File: config.mk
export PLATFORM = sky130hd
export DESIGN_NAME = rf_ctx
export DESIGN_NICKNAME = d
export VERILOG_FILES = /design/src/rtl/rf_ctx.sv
export SDC_FILE = /design/constraint.sdc
export NUM_CORES = 1
export LEC_CHECK = 0
export ABC_AREA = 1
export ABC_CLOCK_PERIOD_IN_PS = 2200
export CAP_MARGIN = 5
export CELL_PAD_IN_SITES_DETAIL_PLACEMENT = 1
export CELL_PAD_IN_SITES_GLOBAL_PLACEMENT = 1
export CORE_MARGIN = 1.5
export CORE_UTILIZATION = 28
export DETAILED_ROUTE_END_ITERATION = 8
export GPL_TIMING_DRIVEN = 0
export PLACE_DENSITY_LB_ADDON = 0.1
export SYNTH_ARGS = -nofsm -noshare
export SYNTH_HDL_FRONTEND = slang
export SYNTH_SLANG_ARGS = --single-unit
File: constraint.sdc
create_clock -name clk -period 2.2 [get_ports clk]
set_input_delay 0.44 -clock clk [delete_from_list [all_inputs] [get_ports clk]]
set_output_delay 0.44 -clock clk [all_outputs]
set_load 0.1 [all_outputs]
File: src/rtl/rf_ctx.sv
// -----------------------------------------------------------------------------
// rf_ctx - register-file context save/restore engine.
//
// Save mode copies r0..r(NREG-1) (PC slot last) from a spare register-file
// read port to memory at base, base+1, ...  Restore mode reads the same memory
// block and writes each word back through the register-file write port.
// The CPU keeps its register file frozen while busy=1, so the combinational
// read data stays stable across memory wait states.
//
// Ports:
//   clk        in   system clock, rising edge
//   reset      in   asynchronous active-low reset
//   start      in   begin an operation (sampled only in IDLE)
//   mode       in   0 = save (RF -> memory), 1 = restore (memory -> RF)
//   base       in   memory base word address, captured at start
//   busy       out  operation in progress (through the DONE cycle)
//   done       out  one-cycle completion pulse
//   rf_ra      out  register-file read address
//   rf_rd      in   register-file read data (combinational from rf_ra)
//   rf_wen     out  register-file write enable
//   rf_wa      out  register-file write address
//   rf_din     out  register-file write data
//   mem_req    out  memory request
//   mem_we     out  memory write (1) / read (0), valid while mem_req=1
//   mem_addr   out  memory word address (base + idx, wraps)
//   mem_wdata  out  memory write data
//   mem_rdata  in   memory read data, valid in the mem_ack cycle
//   mem_ack    in   memory handshake, sampled while mem_req=1
// -----------------------------------------------------------------------------
module rf_ctx #(
    parameter int WIDTH     = 32,
    parameter int ADDR_SIZE = 4
) (
    input  logic                 clk,
    input  logic                 reset,
    input  logic                 start,
    input  logic                 mode,
    input  logic [WIDTH-1:0]     base,
    output logic                 busy,
    output logic                 done,
    output logic [ADDR_SIZE-1:0] rf_ra,
    input  logic [WIDTH-1:0]     rf_rd,
    output logic                 rf_wen,
    output logic [ADDR_SIZE-1:0] rf_wa,
    output logic [WIDTH-1:0]     rf_din,
    output logic                 mem_req,
    output logic                 mem_we,
    output logic [WIDTH-1:0]     mem_addr,
    output logic [WIDTH-1:0]     mem_wdata,
    input  logic [WIDTH-1:0]     mem_rdata,
    input  logic                 mem_ack
);

    typedef enum logic [2:0] {
        ST_IDLE = 3'd0,
        ST_SAVE = 3'd1,
        ST_RLD  = 3'd2,
        ST_RWR  = 3'd3,
        ST_DONE = 3'd4
    } state_e;

    localparam logic [ADDR_SIZE-1:0] IDX_LAST = {ADDR_SIZE{1'b1}};
    localparam logic [ADDR_SIZE-1:0] IDX_ONE  = {{(ADDR_SIZE-1){1'b0}}, 1'b1};

    state_e                 state_q, state_d;
    logic [ADDR_SIZE-1:0]   idx_q, idx_d;
    logic [WIDTH-1:0]       base_q, base_d;
    logic [WIDTH-1:0]       data_q, data_d;

    logic busy_s, done_s, rf_wen_s, mem_req_s, mem_we_s, save_s;

    // State and datapath registers; reset aborts any transfer in progress
    always_ff @(posedge clk or negedge reset) begin
        if (!reset) begin
            state_q <= ST_IDLE;
            idx_q   <= {ADDR_SIZE{1'b0}};
            base_q  <= {WIDTH{1'b0}};
            data_q  <= {WIDTH{1'b0}};
        end else begin
            state_q <= state_d;
            idx_q   <= idx_d;
            base_q  <= base_d;
            data_q  <= data_d;
        end
    end

    // Next-state and datapath update logic
    always_comb begin
        state_d = state_q;
        idx_d   = idx_q;
        base_d  = base_q;
        data_d  = data_q;
        case (state_q)
            ST_IDLE: begin
                if (start) begin
                    base_d  = base;
                    idx_d   = {ADDR_SIZE{1'b0}};
                    state_d = mode ? ST_RLD : ST_SAVE;
                end else begin
                    state_d = ST_IDLE;
                end
            end
            ST_SAVE: begin
                // Hold address/data until the memory accepts the write
                if (mem_ack) begin
                    if (idx_q == IDX_LAST) begin
                        state_d = ST_DONE;
                    end else begin
                        idx_d   = idx_q + IDX_ONE;
                        state_d = ST_SAVE;
                    end
                end else begin
                    state_d = ST_SAVE;
                end
            end
            ST_RLD: begin
                if (mem_ack) begin
                    data_d  = mem_rdata;
                    state_d = ST_RWR;
                end else begin
                    state_d = ST_RLD;
                end
            end
            ST_RWR: begin
                if (idx_q == IDX_LAST) begin
                    state_d = ST_DONE;
                end else begin
                    idx_d   = idx_q + IDX_ONE;
                    state_d = ST_RLD;
                end
            end
            ST_DONE: begin
                // start is deliberately ignored here; new work begins from IDLE
                state_d = ST_IDLE;
            end
            default: begin
                state_d = ST_IDLE;
            end
        endcase
    end

    // Output decode from the registered state
    always_comb begin
        busy_s    = 1'b0;
        done_s    = 1'b0;
        rf_wen_s  = 1'b0;
        mem_req_s = 1'b0;
        mem_we_s  = 1'b0;
        save_s    = 1'b0;
        case (state_q)
            ST_IDLE: begin
                busy_s = 1'b0;
            end
            ST_SAVE: begin
                busy_s    = 1'b1;
                mem_req_s = 1'b1;
                mem_we_s  = 1'b1;
                save_s    = 1'b1;
            end
            ST_RLD: begin
                busy_s    = 1'b1;
                mem_req_s = 1'b1;
            end
            ST_RWR: begin
                busy_s   = 1'b1;
                rf_wen_s = 1'b1;
            end
            ST_DONE: begin
                busy_s = 1'b1;
                done_s = 1'b1;
            end
            default: begin
                busy_s = 1'b0;
            end
        endcase
    end

    assign busy     = busy_s;
    assign done     = done_s;
    assign rf_wen   = rf_wen_s;
    assign mem_req  = mem_req_s;
    assign mem_we   = mem_we_s;
    assign rf_ra    = idx_q;
    assign rf_wa    = idx_q;
    assign rf_din   = data_q;
    // Zero-extended index added to the base; the sum wraps modulo 2^WIDTH
    assign mem_addr = base_q + {{(WIDTH-ADDR_SIZE){1'b0}}, idx_q};
    // Read data is only forwarded while saving so the bus idles at zero
    assign mem_wdata = save_s ? rf_rd : {WIDTH{1'b0}};

endmodule

==> results of run 1 <==
[worst paths after layout]
check | startpoint | endpoint | slack (ns)
worst max-delay path | rf_ra[0] | mem_addr[16] | -0.53
worst min register to register | rf_din[3] | rf_din[3] | 0.49
worst min-delay path | reset | state_q[1] | 0.06
max in group asynchronous | reset | base_q[15] | 1.57
min in group clk | rf_din[3] | rf_din[3] | 0.49
worst max register to register | state_q[2] | base_q[19] | 0.53
[routing by layer]
layer	up-vias	track usage (%)	wire, um
li1	2056	-	-
met1	2099	23.1	6170
met2	134	36.1	8380
met3	17	7.86	1170
met4	0	3.45	191
met5	-	0	0
[placed cells by master (no fill, tap or decap), types with 5 or more instances in the layout]
master / count
clkdlybuf4s50_1: 99
inv_1: 62
dfrtp_1: 61
nand2_1: 56
nor2_1: 45
buf_6: 42
nor2_4: 41
buf_12: 41
dlygate4sd2_1: 32
mux2_1: 29
nand2_4: 28
mux2_2: 25
nand2_2: 24
buf_4: 18
a21oi_1: 13
nand3_1: 12
xor2_4: 11
nand2_8: 9
clkbuf_16: 9
nand3b_1: 8
buf_2: 7
clkdlybuf4s15_2: 7
inv_2: 6
nor2_2: 6
dfrtp_2: 6
nand3_2: 5
inv_6: 5
[repair_timing]
item / CTS / global route
resized for setup: 628 / 57
buffers inserted: 18 / 14
endpoints found under the setup margin: 109 / 69
hold buffers: 0 / 0
pin swaps: 33 / 28
gates cloned: 1 / 0
[critical path: stages, from the launching register on]
cell and delay, ns:
dfrtp_4 0.49, ha_4 0.18, fa_2 0.37, nand2_2 0.09, nand3_4 0.08, nand2_4 0.11
nor2_4 0.07, buf_6 0.12, nand2_8 0.05, xor2_4 0.18, buf_12 0.19
[area by class of cell]
cell class	count	area (um2)
repair buffers	240	2730
multi-input cells	343	3130
clock buffers	9	225
clock inverters	7	78.8
well taps	184	230
plain buffers	14	143
fillers	1529	5850
inverters	72	289
flip-flops and latches	71	1800
[registers in the layout, summed over array words and instances, names as in the netlist]
name,count
base_q,32
rf_din,32
rf_ra,4
state_q,3
[cell families (layout without fill, tap and decap cells)]
group,count (synthesis),after routing,share of synthesized area [%]
simple gates,243,244,24.6
compound gates,22,22,3.01
buf+inv,86,342,8.93
xor+xnor,17,17,3.61
fa+ha+maj,6,6,2.00
flops,71,71,43.1
mux,54,54,14.8
[metrics by stage]
stage	utilization [%]	hold slack, ns	cells
final	59.6	0.0571	940
after global placement	50.7	0.472	892
after floorplan	-	0.144	499
after global routing	59.6	0.0768	940
after CTS	57.4	0.0666	927
after detailed placement	50.8	0.435	893
==> results.cfg, run 1 <==
[critical_path]
end_kind = output pin
rr_worst_depth = 6
crit_arrival_ns = 2.29
crit_path_max_fanout = 5
criticalPathCategory = register to output pin
required_ns = 1.76
cp-start-kind = register

[run]
max_cap_violations = 0

[detailed_routing]
firstDrtPassIters = 4
routed_wl_mm = 15.9
via_per_inst = 4.58
drt_iter0_drc = 117
final_antenna_net_count = 0
num_vias = 4306
wire_per_inst_um = 16.9
drc_errors = 0

[clock_tree]
ctsHtreeMaxLevel = 3
cts.sinks = 71
clk_pin_slew_ns = 0.06
cts_tree = built
root_buffer = clkbuf_16
cts_buffer_depth = 2
cts_buffers = 9
clk_latency_ns = 0.34

[die]
rows = 44
ios = 210
die-height_um = 124
core_um2 = 14500
die_area_um2 = 15500
start_util_pct = 28.5
die_x_um = 124

[final_layout]
drive_gt1_share_pct = 43.1
synthToLayoutAreaGrowth_pct = 109
diodes = 0
final_nets = 858
final_cell_area_um2 = 8630

[min_path]
hp-class = primary input to async pin

[timing]
relSlewSlack_pct = 33.7
setup_viol = 30
worstMarginPinSlew_ns = 0.998
worst_clock_skew_ns = 0.00650
fin_setup_tns_ns = -12.00
post-route-worst-setup-slack_ns = -0.534
hold_viol = 0
finalCritPeriodShare_pct = 124
fin_crit_ns = 2.73
rsz0062_at_grt = yes
fmax_mhz = 366
maxSlewViolCount = 0

[yosys]
post-synth-top-count-cell = nand2_1
synth-seq-cells = 71
synth.cell_area_um2 = 4120
synth_nets = 606
async_flop_share_pct = 100
syn_avg_cell_area_um2 = 8.26
yosysSeqAreaShare_pct = 43.1
ys_top_cells_by_count = 116 x nand2_1, 88 x nor2_1, 71 x dfrtp_1
synth_area_leaders = dfrtp_1 43%, nand2_1 11%, nor2_1 8.0%, mux2_1 7.9%, mux2_2 6.8%
yosys.area.top_type = dfrtp_1
syn_inst = 499
yosys.area.top_type_share_pct = 43.1
synth-edff-count = 0
synthFlopType = dfrtp_1
ys_warn_count = 0
synth_cell_types = 29

[placement]
place_ws_ns = -1.32
place_congestion = 0.825
place.port_buffers = 209
dp_hpwl_mm = 11.7
dpl_cell_area_um2 = 7350

[global_route]
antenna_found_initial = 0
grt_pass1_vias = 4804
grt_pass1_wl_mm = 24.7
grt_max_degree = 41
grt_usage_pct = 20.2
grt_overflow = 0

[run_status]
status = finished, violations left
violations = setup timing
Power of run 1 is not shown: default switching activity piles up to over one toggle a cycle in this logic, so the estimate is an artifact.
==> run 2: changes to the inputs <==
--- a/config.mk
+++ b/config.mk
@@ -10,7 +10,7 @@
 export CAP_MARGIN = 5
 export CELL_PAD_IN_SITES_DETAIL_PLACEMENT = 1
 export CELL_PAD_IN_SITES_GLOBAL_PLACEMENT = 1
-export CORE_MARGIN = 1.5
+export CORE_MARGIN = 5
 export CORE_UTILIZATION = 28
 export DETAILED_ROUTE_END_ITERATION = 8
 export GPL_TIMING_DRIVEN = 0
==> results.cfg, run 2 (synthesis gave the netlist of run 1 again) <==
[detailed_routing]
drc_errors = 0
wire_per_inst_um = 16.8
firstDrtPassIters = 4
num_vias = 4211
drt_iter0_drc = 126
via_per_inst = 4.56
routed_wl_mm = 15.5
final_antenna_net_count = 0

[critical_path]
crit_family = simple AND/OR/NAND/NOR gates
cp_slowest_stage_delay_ns = 0.50
path_cells = ha_4 -> fa_2 -> nand2_2 -> nand3_4 -> nand3b_1 -> buf_12 -> nor2_4 -> nand3b_1 -> nand2_8 -> buf_12
critical_path_buf_inv_count = 2
cp-start-kind = register
end_kind = output pin
required_ns = 1.76
crit_path_max_fanout = 3
critical-path-slowest-cell = dfrtp_4
criticalPathCategory = register to output pin
crit_arrival_ns = 2.28

[clock_tree]
cts_hold_buf = 0
root_buffer = clkbuf_16
cts_tree = built
cts_buffers = 9
clk_pin_slew_ns = 0.06
ctsHtreeMaxLevel = 3
clk_latency_ns = 0.34
cts.sinks = 71
cts_buffer_depth = 2

[placement]
place_congestion = 0.859
place.port_buffers = 209
dp_hpwl_mm = 12.5
place_inst = 893

[global_route]
antenna_found_initial = 0
grt_usage_pct = 18.3
grt_pass1_wl_mm = 25.7
grt_max_degree = 41
grt_pass1_vias = 4827
grt_overflow = 0

[final_layout]
final_nets = 841
nFillCells = 1555
diodes = 0
synthToLayoutAreaGrowth_pct = 98.9
final_common_cell = clkdlybuf4s50_1
drive_gt1_share_pct = 38.2
final_cell_mix = 99 x clkdlybuf4s50_1, 71 x nand2_1, 65 x inv_1, 64 x dfrtp_1, 48 x nor2_1
final_cells = 923

[die]
rows = 44
die_area_um2 = 17200
ios = 210
die_x_um = 131
core_um2 = 14500
die-height_um = 131
start_util_pct = 28.5

[run_status]
status = finished, violations left
violations = setup timing

[min_path]
hp-class = primary input to async pin

[run]
max_cap_violations = 0

[timing]
worstMarginPinSlew_ns = 1.01
maxSlewViolCount = 0
setup_viol = 30
relSlewSlack_pct = 33.0
rsz0062_at_grt = yes
fmax_mhz = 367
fin_crit_ns = 2.72
post-route-worst-setup-slack_ns = -0.523
hold_viol = 0
worst_clock_skew_ns = 0.00637
finalCritPeriodShare_pct = 124
## run 2: metal layers
metal | GRT usage (%) | up-vias | share of wire [%]
li1 | - | 2028 | -
met1 | 20.0 | 2044 | 38
met2 | 33.5 | 128 | 53
met3 | 7.68 | 11 | 8.2
met4 | 3.37 | 0 | 0.79
met5 | 0 | - | 0
## run 2: final cells by class
| class | count | area, um2 | share of cell area [%] |
|---|---|---|---|
| multi-input cells | 342 | 2930 | 35.7 |
| repair buffers | 224 | 2540 | 31.0 |
| flip-flops and latches | 71 | 1800 | 21.9 |
| inverters | 72 | 282 | 3.43 |
| well taps | 184 | 230 | 2.81 |
| clock buffers | 9 | 225 | 2.75 |
| plain buffers | 14 | 143 | 1.74 |
| clock inverters | 7 | 55.1 | 0.672 |
## run 2: final timing paths
check                      startpoint  slack, ns  depth (start not counted)      endpoint
setup / recovery             rf_ra[0]      -0.52                         10  mem_addr[30]
hold / removal                  reset       0.05                          1      rf_ra[0]
setup reg to reg             rf_ra[1]       0.55                          7      rf_ra[1]
hold reg to reg            rf_din[20]       0.49                          1    rf_din[20]
max in group asynchronous       reset       1.55                          2    base_q[23]
min in group clk           rf_din[20]       0.49                          1    rf_din[20]
## run 2: metrics by stage
stage	area, um2	hold slack, ns	util, %	TNS (ns)	worst slack (ns)
6_report	8200	0.0515	56.6	-10.53	-0.523
5_1_grt	8200	0.0765	56.6	-13.12	-0.598
4_1_cts	8120	0.0573	56.1	-11.86	-0.597
3_5_place_dp	7350	0.433	50.8	-51.41	-1.33
3_3_place_gp	7340	0.472	50.7	-191.27	-2.50
2_1_floorplan	5010	0.144	-	-14.33	-0.515
## run 2: repair_timing
item | CTS | global route
pin swaps | 13 | 14
resized for setup | 604 | 24
endpoints found under the setup margin | 109 | 66
gates cloned | 0 | 0
buffers inserted | 11 | 3
Power of run 2 is left out for the same reason.
